<file path="src/rtl/vga_sync_rx.sv">
// Receive side of the VGA timing path: measures line/frame periods of an incoming
// sync stream, locks onto stable timing and regenerates per-pixel coordinates.
module vga_sync_rx #(
    parameter int CNT_W       = 10,
    parameter int LOCK_FRAMES = 2
) (
    input  logic             clk0,
    input  logic             rst_n,
    input  logic             clk_div2,
    input  logic             h_sync,
    input  logic             v_sync,
    input  logic             blank_n,
    output logic             pixel_valid,
    output logic [CNT_W-1:0] pos_x,
    output logic [CNT_W-1:0] pos_y,
    output logic             line_start,
    output logic             frame_start,
    output logic             locked,
    output logic [CNT_W-1:0] h_total,
    output logic [CNT_W-1:0] v_total
);
    localparam logic [CNT_W-1:0] CNT_MAX = '1;

    typedef enum logic [1:0] {SEARCH, MEASURE, TRAIN, LOCKED} state_t;

    state_t           state;
    logic             hs_d, vs_d, bl_d, line_act;
    logic [CNT_W-1:0] h_cnt, v_cnt, h_meas, v_meas, y_cnt, ref_h, ref_v;
    logic [2:0]       match_cnt;

    logic             hfall, vfall, h_to, v_to, h_bad, v_bad;
    logic [CNT_W:0]   h_inc, v_inc;
    logic [CNT_W-1:0] h_sat, v_sat, h_cnt_nxt, v_cnt_nxt, h_meas_nxt, v_meas_nxt;
    logic [3:0]       match_inc;

    always_comb begin
        hfall      = hs_d & ~h_sync;
        vfall      = vs_d & ~v_sync;
        h_inc      = {1'b0, h_cnt} + {{CNT_W{1'b0}}, 1'b1};
        v_inc      = {1'b0, v_cnt} + {{CNT_W{1'b0}}, hfall};
        h_sat      = h_inc[CNT_W] ? CNT_MAX : h_inc[CNT_W-1:0];
        v_sat      = v_inc[CNT_W] ? CNT_MAX : v_inc[CNT_W-1:0];
        h_cnt_nxt  = hfall ? '0 : h_sat;
        v_cnt_nxt  = vfall ? '0 : v_sat;
        h_meas_nxt = hfall ? h_sat : h_meas;
        v_meas_nxt = vfall ? v_sat : v_meas;
        // A counter pinned at its ceiling means the sync it waits for has vanished.
        h_to       = ~hfall & (h_sat == CNT_MAX);
        v_to       = ~vfall & (v_sat == CNT_MAX);
        h_bad      = hfall & (h_meas_nxt != ref_h);
        v_bad      = vfall & (v_meas_nxt != ref_v);
        match_inc  = {1'b0, match_cnt} + 4'd1;
    end

    always_ff @(posedge clk0) begin
        if (!rst_n) begin
            state       <= SEARCH;
            hs_d        <= 1'b1;
            vs_d        <= 1'b1;
            bl_d        <= 1'b0;
            line_act    <= 1'b0;
            h_cnt       <= '0;
            v_cnt       <= '0;
            h_meas      <= '0;
            v_meas      <= '0;
            y_cnt       <= '0;
            ref_h       <= '0;
            ref_v       <= '0;
            match_cnt   <= '0;
            pixel_valid <= 1'b0;
            pos_x       <= '0;
            pos_y       <= '0;
            line_start  <= 1'b0;
            frame_start <= 1'b0;
            locked      <= 1'b0;
            h_total     <= '0;
            v_total     <= '0;
        end else if (!clk_div2) begin
            line_start  <= 1'b0;
            frame_start <= 1'b0;
        end else begin
            hs_d        <= h_sync;
            vs_d        <= v_sync;
            bl_d        <= blank_n;
            h_cnt       <= h_cnt_nxt;
            v_cnt       <= v_cnt_nxt;
            h_meas      <= h_meas_nxt;
            v_meas      <= v_meas_nxt;
            line_start  <= hfall;
            frame_start <= 1'b0;

            pixel_valid <= blank_n;
            if (blank_n) begin
                pos_x <= bl_d ? pos_x + 1'b1 : '0;
                pos_y <= y_cnt;
            end
            // Only lines that carried visible pixels advance the row index.
            if (vfall)
                y_cnt <= '0;
            else if (hfall && line_act && y_cnt != CNT_MAX)
                y_cnt <= y_cnt + 1'b1;
            if (blank_n)
                line_act <= 1'b1;
            else if (hfall)
                line_act <= 1'b0;

            if (h_to || v_to) begin
                state  <= SEARCH;
                locked <= 1'b0;
            end else begin
                unique case (state)
                    SEARCH: if (vfall) state <= MEASURE;
                    MEASURE: if (vfall) begin
                        ref_h     <= h_meas_nxt;
                        ref_v     <= v_meas_nxt;
                        match_cnt <= '0;
                        state     <= TRAIN;
                    end
                    TRAIN: begin
                        if (h_bad || v_bad) begin
                            state <= SEARCH;
                        end else if (vfall) begin
                            match_cnt <= match_inc[2:0];
                            if (match_inc == 4'(LOCK_FRAMES)) begin
                                locked  <= 1'b1;
                                h_total <= ref_h;
                                v_total <= ref_v;
                                state   <= LOCKED;
                            end
                        end
                    end
                    LOCKED: begin
                        if (h_bad || v_bad) begin
                            state  <= SEARCH;
                            locked <= 1'b0;
                        end else if (vfall) begin
                            frame_start <= 1'b1;
                        end
                    end
                    default: state <= SEARCH;
                endcase
            end
        end
    end
endmodule

</file>
<file path="config.mk">
export PLATFORM = sky130hd
export DESIGN_NAME = vga_sync_rx
export DESIGN_NICKNAME = d
export VERILOG_FILES = /design/src/rtl/vga_sync_rx.sv
export SDC_FILE = /design/constraint.sdc
export NUM_CORES = 1
export LEC_CHECK = 0
export BUFFER_PORTS_ARGS = -buffer_cell sky130_fd_sc_hd__buf_2
export CELL_PAD_IN_SITES_DETAIL_PLACEMENT = 0
export CELL_PAD_IN_SITES_GLOBAL_PLACEMENT = 2
export CORE_ASPECT_RATIO = 1.2
export CORE_MARGIN = 8
export CORE_UTILIZATION = 39
export DETAILED_ROUTE_END_ITERATION = 8
export GPL_ROUTABILITY_DRIVEN = 1
export PLACE_DENSITY = 0.85
export SLEW_MARGIN = 40
export SYNTH_ARGS = -nofsm -noshare
export SYNTH_HDL_FRONTEND = slang
export SYNTH_SLANG_ARGS = --single-unit
</file>
<file path="constraint.sdc">
create_clock -name clk0 -period 11.5 [get_ports clk0]
set_input_delay 0.575 -clock clk0 [delete_from_list [all_inputs] [get_ports clk0]]
set_output_delay 0.575 -clock clk0 [all_outputs]
set_load 0.02 [all_outputs]
</file>
; ---- After elaboration in Yosys (flattened, before gate mapping)
; Index checks and enable logic that the tools add are counted.
; W data, S select, Z words.
[totals]
word_cells = 109
ff_bits = 122
[op_classes]
n_reduce_logical = 19
n_addsub = 5
bitwise_logic = 15
eq_ne = 20
muxes = 30
[op_table]
columns = operator, n
row1 = $mux W10, 9
row2 = $reduce_and A6 Y1, 4
row3 = $add A10 B1 Y10 const B, 2
row4 = $eq A10 B10 Y1 const B, 2
row5 = $ne A10 B10 Y1, 2
row6 = $ne A3 B3 Y1 const B, 6
row7 = $mux W2, 7
row8 = $add A10 B1 Y11, 1
row9 = $add A10 B1 Y11 const B, 1
row10 = $ne A10 B10 Y1 const B, 1
row11 = $mux W3, 3
row12 = $not A1 Y1, 9
row13 = $mux W1, 8
row14 = $ne A4 B4 Y1 const B, 2
row15 = $pmux W2 S4, 1
row16 = $reduce_and A2 Y1, 4
row17 = $and A1 B1 Y1, 6
row18 = $ne A2 B2 Y1 const B, 3
row19 = $pmux W3 S2, 1
row20 = $reduce_bool A2 Y1, 3
row21 = $reduce_or A5 Y1, 1
row22 = $add A3 B1 Y4 const B, 1
row23 = $eq A2 B2 Y1 const B, 2
row24 = $eq A4 B2 Y1 const B, 1
row25 = 7 further kinds, 9

; ---- Depth between registers and ports, before layout
; Gate-level depths: netlist of the first run.
[depth]
depth_word = 11
mapped_depth = 17
ltp_nobuf = 12

; ---- Least setup slack after synthesis of the first run
; OpenSTA, ideal clock, no wires.
[synth_timing]
path_type = input-to-reg
from = input port h_sync
to = register h_total[0]
n_path_buf = 3
t_arrival_ps = 4416
cell_stages = 15
required_time_ps = 11428
path_slack_ps = 7012
cell_sequence = nand2b_1 -> inv_1 -> clkbuf_1 -> buf_1 -> ha_1 -> ha_1 -> nand3_2 -> nor3_2 -> nor3_1 -> mux2_4 -> or4_4 -> or4_4 -> nor4_4 -> buf_6 -> mux2i_1
[synth_between]
elab_chain_len = 10
[synth_rtl]
columns = element, line
row1 = start: declaration, 10  ; input logic h_sync,
row2 = $not A1 Y1 *, 37  ; hfall = hs_d & ~h_sync;
row3 = $and A1 B1 Y1 *, 37
row4 = via hfall, 31  ; logic hfall, vfall, h_to, v_to, h_bad, v_bad;
row5 = $add A10 B1 Y11, 40  ; v_inc = {1'b0, v_cnt} + {{CNT_W{1'b0}}, hfall};
row6 = $mux W10, 42  ; v_sat = v_inc[CNT_W] ? CNT_MAX : v_inc[CNT_W-1:0];
row7 = $mux W10, 46  ; v_meas_nxt = vfall ? v_sat : v_meas;
row8 = $ne A10 B10 Y1, 51  ; v_bad = vfall & (v_meas_nxt != ref_v);
row9 = $and A1 B1 Y1, 51
row10 = $logic_or A1 B1 Y1, 120  ; if (h_bad || v_bad) begin
row11 = $not A1 Y1 (no line), --
row12 = $reduce_and A6 Y1 (no line) *, --
row13 = end signal: assignment, 126  ; h_total <= ref_h;
row14 = end: declaration, 19  ; output logic [CNT_W-1:0] h_total,
; The timed path passes the listed nets; every way through them passes the cells marked *.
; A chain may end at the register's enable or synchronous reset.

; ---- Worst setup path in the final report of the first run
[layout_timing]
from = register hs_d
to = register h_total[7]
[layout_between]
elab_chain_len = 9
[layout_rtl]
columns = element, line
row1 = start: declaration, 27  ; logic hs_d, vs_d, bl_d, line_act;
row2 = start signal: assignment, 82  ; hs_d <= h_sync;
row3 = $and A1 B1 Y1 *, 37
row4 = $add A10 B1 Y11, 40
row5 = $mux W10, 42
row6 = $mux W10, 46
row7 = $ne A10 B10 Y1, 51
row8 = $and A1 B1 Y1, 51
row9 = $logic_or A1 B1 Y1, 120
row10 = $not A1 Y1 (no line), --
row11 = $reduce_and A6 Y1 (no line) *, --
; Mark *: on every way between the ends. The rest lies on a longest branch, timed or not.

==> results of run 1 <==
-- how the worst max path moves through the flow --
stage,startpoint,cells past startpoint,slack (ps),to
after detailed placement,h_sync,15,6040,h_total[7]$_SDFFE_PN0P_
after global routing,hs_d$_SDFFE_PN1P_,13,6060,frame_start$_SDFF_PP0_
after CTS,hs_d$_SDFFE_PN1P_,14,6440,h_total[7]$_SDFFE_PN0P_
after global placement,h_sync,15,6130,h_total[8]$_SDFFE_PN0P_
final,hs_d$_SDFFE_PN1P_,14,6390,h_total[7]$_SDFFE_PN0P_
after floorplan,h_sync,15,7010,h_total[0]$_SDFFE_PN0P_
-- report_power, final --
part	total [µW]	internal [µW]	switching, µW
Clock	562	371	190
Combinational	66.2	21.4	44.7
Sequential	436	429	6.54
Total	1060	822	241
-- flip-flops by register name, summed over array words and instances (netlist names) --
signal and count:
v_meas 10, line_act 1, pos_y 10, ref_h 10
h_meas 10, y_cnt 10, line_start 1, bl_d 1
h_total 10, pos_x 10, hs_d 1, locked 1
vs_d 1, frame_start 1, match_cnt 3, v_total 10
ref_v 10, v_cnt 10, h_cnt 10, state 2
-- kinds of logic after synthesis --
family	count (synthesis)	synth area share
simple gates	339	0.265
compound gates	164	0.172
flops	122	0.393
buf+inv	68	0.0463
mux	40	0.0655
xor+xnor	31	0.0437
fa+ha+maj	7	0.0141
-- tightest hold or removal path, stage by stage --
cell     delay [ps]
buf_2            90
mux2i_1          60
nand2_1          60
-- layout by cell type (no fill, tap or decap), types with 9 or more instances in the layout --
cell       instances
buf_2             49
a31oi_1           12
nand2_1          116
inv_1             11
dfxtp_1          122
nand3_1           28
nor2_1            89
and3_1             9
mux2i_1           38
clkbuf_16         17
xor2_1            17
xnor2_1           14
nand4_1           12
a21oi_1           56
o21ai_0           24
a211oi_1          12
nor3_1            14
-- metal layers --
layer	routed length, µm	share of wire	GRT usage	vias to the layer above
met1	7340	0.44	0.186	2734
met2	8520	0.51	0.295	89
met3	592	0.035	0.0347	30
met5	0	0	0	-
met4	410	0.024	0.0737	0
li1	-	-	-	2771
-- final cells by class --
type	count	area [µm²]
inverter	13	48.8
fill	1561	8390
tap	208	260
clock buffer	19	453
clock inverter	13	174
sequential	122	2440
multi-input combinational	581	3480
timing repair buffer	58	325
-- metrics by stage --
step | cell area (µm²) | total power (µW) | utilization
after floorplan | 6210 | 491 | -
after global placement | 6540 | 508 | 0.420
after detailed placement | 6540 | 510 | 0.420
after CTS | 7170 | 1080 | 0.460
after global routing | 7190 | 1100 | 0.461
final | 7190 | 1060 | 0.461
==> results.sh, run 1 <==
export IMPL_dpl_worst_slack_ps=6040
export IMPL_async_reset_ff_frac=0
export IMPL_hold_viol=0
export IMPL_ys_warn_count=0
export IMPL_cts_clk_slew_worst_paths_ps=60
export IMPL_antenna_found_initial=0
export IMPL_holdPathStages=3
export IMPL_worst_path_buf_inv=3
export IMPL_slowest_stage="or4_4"
export IMPL_antenna_left=0
export IMPL_htreeDepth=4
export IMPL_io_pins=50
export IMPL_r2r_end="h_total[7]$_SDFFE_PN0P_"
export IMPL_timing_reg2reg_setup_slack_ps=6390
export IMPL_finalWorstSetupSlack_ps=6390
export IMPL_synth_edf_count=0
export IMPL_chipWidth_um=131
export IMPL_place_congestion=0.848
export IMPL_crit_path_cell_trace="nand2b_1, buf_4, inv_1, ha_1, ha_1, nand3_2, nor3_2, nor3_1, mux2_4, or4_4, or4_4, nor4_4, buf_4, mux2i_1"
export IMPL_period_share=0.444
export IMPL_port_buffers=49
export IMPL_worstPathRequired_ps=11840
export IMPL_holdCritPathClass="in -> reg"
export IMPL_cts_hold_buffers=0
export IMPL_syn_area_per_cell_um2=8.05
export IMPL_start_util=0.399
export IMPL_outcome="completed"
export IMPL_maxSlewViolCount=0
export IMPL_yosysMostFrequentCell="dfxtp_1"
export IMPL_synthCells=771
export IMPL_ys_seq_elements=122
export IMPL_grt_max_degree=76
export IMPL_cts_tree="built"
export IMPL_overflow=0
export IMPL_syn_nets=784
export IMPL_crit_family="simple AND/OR/NAND/NOR gates"
export IMPL_worst_clock_skew_ps=5.58
export IMPL_fin_nets=806
export IMPL_hold_path_end="hs_d$_SDFFE_PN1P_"
export IMPL_worstReg2RegStart="hs_d$_SDFFE_PN1P_"
export IMPL_dieArea_um2=20200
export IMPL_worstSetupEndpointType="flip-flop"
export IMPL_fin_crit_ps=5110
export IMPL_setup_tns_ps=0
export IMPL_fmax_mhz=196
export IMPL_grt_pass1_vias=5544
export IMPL_maxCapViolCount=0
export IMPL_clockRootBuffer="clkbuf_16"
export IMPL_min_delay_start="h_sync"
export IMPL_cts_buffers=17
export IMPL_viasPerCell=5.55
export IMPL_post_cts_buffers=0
export IMPL_track_usage=0.166
export IMPL_crit_fanout=23
export IMPL_rr_worst_depth=14
export IMPL_fp_dieH_um=154
export IMPL_n_antenna_cell=0
export IMPL_synth_seq_area_share=0.393
export IMPL_setup_violations=0
export IMPL_synth_commonest_cells="dfxtp_1, nand2_1, nor2_1"
export IMPL_postCtsResizedCells=0
export IMPL_power_density_nw_per_um2=148
export IMPL_hold_ws_ps=404
export IMPL_p_leak_uw=0.00270
export IMPL_max_stage_delay_ps=590
export IMPL_rsz0062_at_grt="false"
export IMPL_core_um2=15600
export IMPL_synth_area_um2=6210
export IMPL_synthTopCellsByArea="dfxtp_1, nand2_1, mux2i_1"
export IMPL_grt_pass1_wl_um=27600
export IMPL_synth_top_area_frac=0.393
export IMPL_synth_ff_type="dfxtp_1"
export IMPL_synth_cell_type_count=69
export IMPL_relSlewSlack=0.532
export IMPL_drive_gt1_frac=0.140
export IMPL_dp_hpwl_um=11500
export IMPL_arrival_ps=5450
export IMPL_drtIter0Drc=343
export IMPL_peakVddDrop_uv=80.4
export IMPL_cp_start_kind="flip-flop"
export IMPL_cts_buffer_depth=2
export IMPL_area_growth_pct=15.8
export IMPL_vias=5624
export IMPL_clkSinkCount=122
export IMPL_layout_cells_non_filler=1014
export IMPL_drt_wl_total_um=16900
export IMPL_worstSkewPairLatency_ps=410
export IMPL_wl_per_cell_um=16.6
export IMPL_dpl_cell_count=981
export IMPL_synth_top_area_cell="dfxtp_1"
export IMPL_rows=50
export IMPL_first_pass_iters=5
export IMPL_route_detailed_drc=0
export IMPL_tightest_slew_ps=698
export IMPL_critPathKind="reg -> reg"
Note: power is estimated with default switching activity, not from simulation.
==> inputs of run 2 (changes only) <==
Settings changed: CORE_UTILIZATION 39 to 36, PLACE_DENSITY 0.85 to 0.8.
Clock period 11.5 ns to 5.3 ns, I/O delays scaled along.
==> results.sh, run 2 (same netlist as run 1, synthesis figures left out) <==
export IMPL_worstReg2RegStart="hs_d$_SDFFE_PN1P_"
export IMPL_io_pins=50
export IMPL_outcome="completed"
export IMPL_layout_cells_non_filler=1026
export IMPL_cts_tree="built"
export IMPL_drive_gt1_frac=0.142
export IMPL_grt_pass1_vias=5405
export IMPL_p_sw_frac=0.226
export IMPL_place_congestion=0.839
export IMPL_fillCellCount=1710
export IMPL_post_cts_buffers=0
export IMPL_wl_per_cell_um=16.6
export IMPL_area_growth_pct=16.7
export IMPL_top_layer_used="met4"
export IMPL_htreeDepth=4
export IMPL_wl_met1_um=7650
export IMPL_setup_violations=0
export IMPL_track_usage=0.160
export IMPL_p_switching_uw=539
export IMPL_p_leak_uw=0.00272
export IMPL_cts_buffers=17
export IMPL_hold_viol=0
export IMPL_worstPathRequired_ps=5640
export IMPL_maxCapViolCount=0
export IMPL_timing_reg2reg_setup_slack_ps=860
export IMPL_layout_common_cells="dfxtp_1, nand2_1, nor2_1"
export IMPL_holdCritPathClass="in -> reg"
export IMPL_layout_commonest_cell="dfxtp_1"
export IMPL_min_delay_start="h_sync"
export IMPL_fin_crit_ps=4440
export IMPL_hold_path_end="hs_d$_SDFFE_PN1P_"
export IMPL_cp_start_kind="flip-flop"
export IMPL_worstSkewPairLatency_ps=420
export IMPL_critPathKind="reg -> reg"
export IMPL_arrival_ps=4780
export IMPL_cts_hold_buffers=0
export IMPL_start_util=0.367
export IMPL_period_share=0.837
export IMPL_port_buffers=49
export IMPL_core_um2=16900
export IMPL_drtIter0Drc=377
export IMPL_maxSlewViolCount=0
export IMPL_rows=52
export IMPL_fmax_mhz=225
export IMPL_clockRootBuffer="clkbuf_16"
export IMPL_fin_nets=810
export IMPL_route_detailed_drc=0
export IMPL_holdPathStages=3
export IMPL_n_antenna_cell=0
export IMPL_met3_wirelength_um=522
export IMPL_rr_worst_depth=13
export IMPL_vias=5559
export IMPL_met2_length_um=8590
export IMPL_dieArea_um2=21700
export IMPL_p_int_uw=1850
export IMPL_tightest_slew_ps=734
export IMPL_worst_clock_skew_ps=7.83
export IMPL_power_density_nw_per_um2=329
export IMPL_p_comb_frac=0.060
export IMPL_dpl_cell_count=994
export IMPL_first_pass_iters=5
export IMPL_postCtsResizedCells=0
export IMPL_drt_wl_total_um=17000
export IMPL_grt_max_degree=60
export IMPL_fp_dieH_um=160
export IMPL_rsz0062_at_grt="false"
export IMPL_crit_fanout=21
export IMPL_setup_tns_ps=0
export IMPL_dp_hpwl_um=11900
export IMPL_peakVddDrop_uv=218
export IMPL_cts_buffer_depth=2
export IMPL_viasPerCell=5.42
export IMPL_relSlewSlack=0.508
export IMPL_seqPwrFrac=0.396
export IMPL_antenna_found_initial=0
export IMPL_total_power_uw=2390
export IMPL_worstSetupEndpointType="flip-flop"
export IMPL_clkPwrFrac=0.544
export IMPL_antenna_left=0
export IMPL_overflow=0
export IMPL_r2r_end="h_total[8]$_SDFFE_PN0P_"
export IMPL_grt_pass1_wl_um=27900
export IMPL_clkSinkCount=122
export IMPL_cts_clk_slew_worst_paths_ps=60
export IMPL_hold_ws_ps=105
export IMPL_chipWidth_um=136
run 2: worst max-delay path, cell delays in order, from the launching register on:
cell	delay [ps]
dfxtp_1	350
nand2b_1	100
inv_1	100
ha_1	210
ha_1	340
nand3_2	170
nor3_2	600
nor3_1	180
mux2_4	330
or4_4	540
or4_4	600
nor4_4	210
buf_4	370
mux2i_1	240
run 2: layer usage:
layer | up-vias | track usage
met4 | 0 | 0.0555
met5 | - | 0
met1 | 2659 | 0.187
li1 | 2794 | -
met2 | 83 | 0.278
met3 | 23 | 0.0345
run 2: worst max-delay path by stage:
stage                       from                 endpoint  slack, ps  depth (start not counted)
3_3_place_gp              h_sync  h_total[8]$_SDFFE_PN0P_        920                         14
6_report       hs_d$_SDFFE_PN1P_  h_total[8]$_SDFFE_PN0P_        860                         13
4_1_cts        hs_d$_SDFFE_PN1P_  h_total[8]$_SDFFE_PN0P_        890                         13
5_1_grt        hs_d$_SDFFE_PN1P_  h_total[8]$_SDFFE_PN0P_        490                         13
3_5_place_dp              h_sync  h_total[8]$_SDFFE_PN0P_        770                         14
2_1_floorplan             h_sync  h_total[0]$_SDFFE_PN0P_       1120                         15
run 2: area by class of cell:
type	instances	area, µm²	share of cell area
Sequential cell	122	2440	0.337
Clock inverter	12	194	0.0268
Timing Repair Buffer	62	343	0.0473
Multi-Input combinational cell	581	3480	0.480
Clock buffer	20	467	0.0644
Tap cell	216	270	0.0373
Inverter	13	48.8	0.00674
run 2: power groups by stage:
stage               combinational (µW)  sequential [µW]  clock, µW
floorplan                          104              961          0
global placement                   143              964          0
detailed placement                 145              964          0
CTS                                145              944       1320
global route                       159              946       1360
finish                             144              944       1300
run 2: metrics by stage:
step	util	cell area, µm²	setup slack (ps)
after global routing	0.428	7240	486
after floorplan	-	6210	1120
after CTS	0.428	7240	888
after detailed placement	0.389	6580	768
final	0.428	7240	862
after global placement	0.389	6580	918
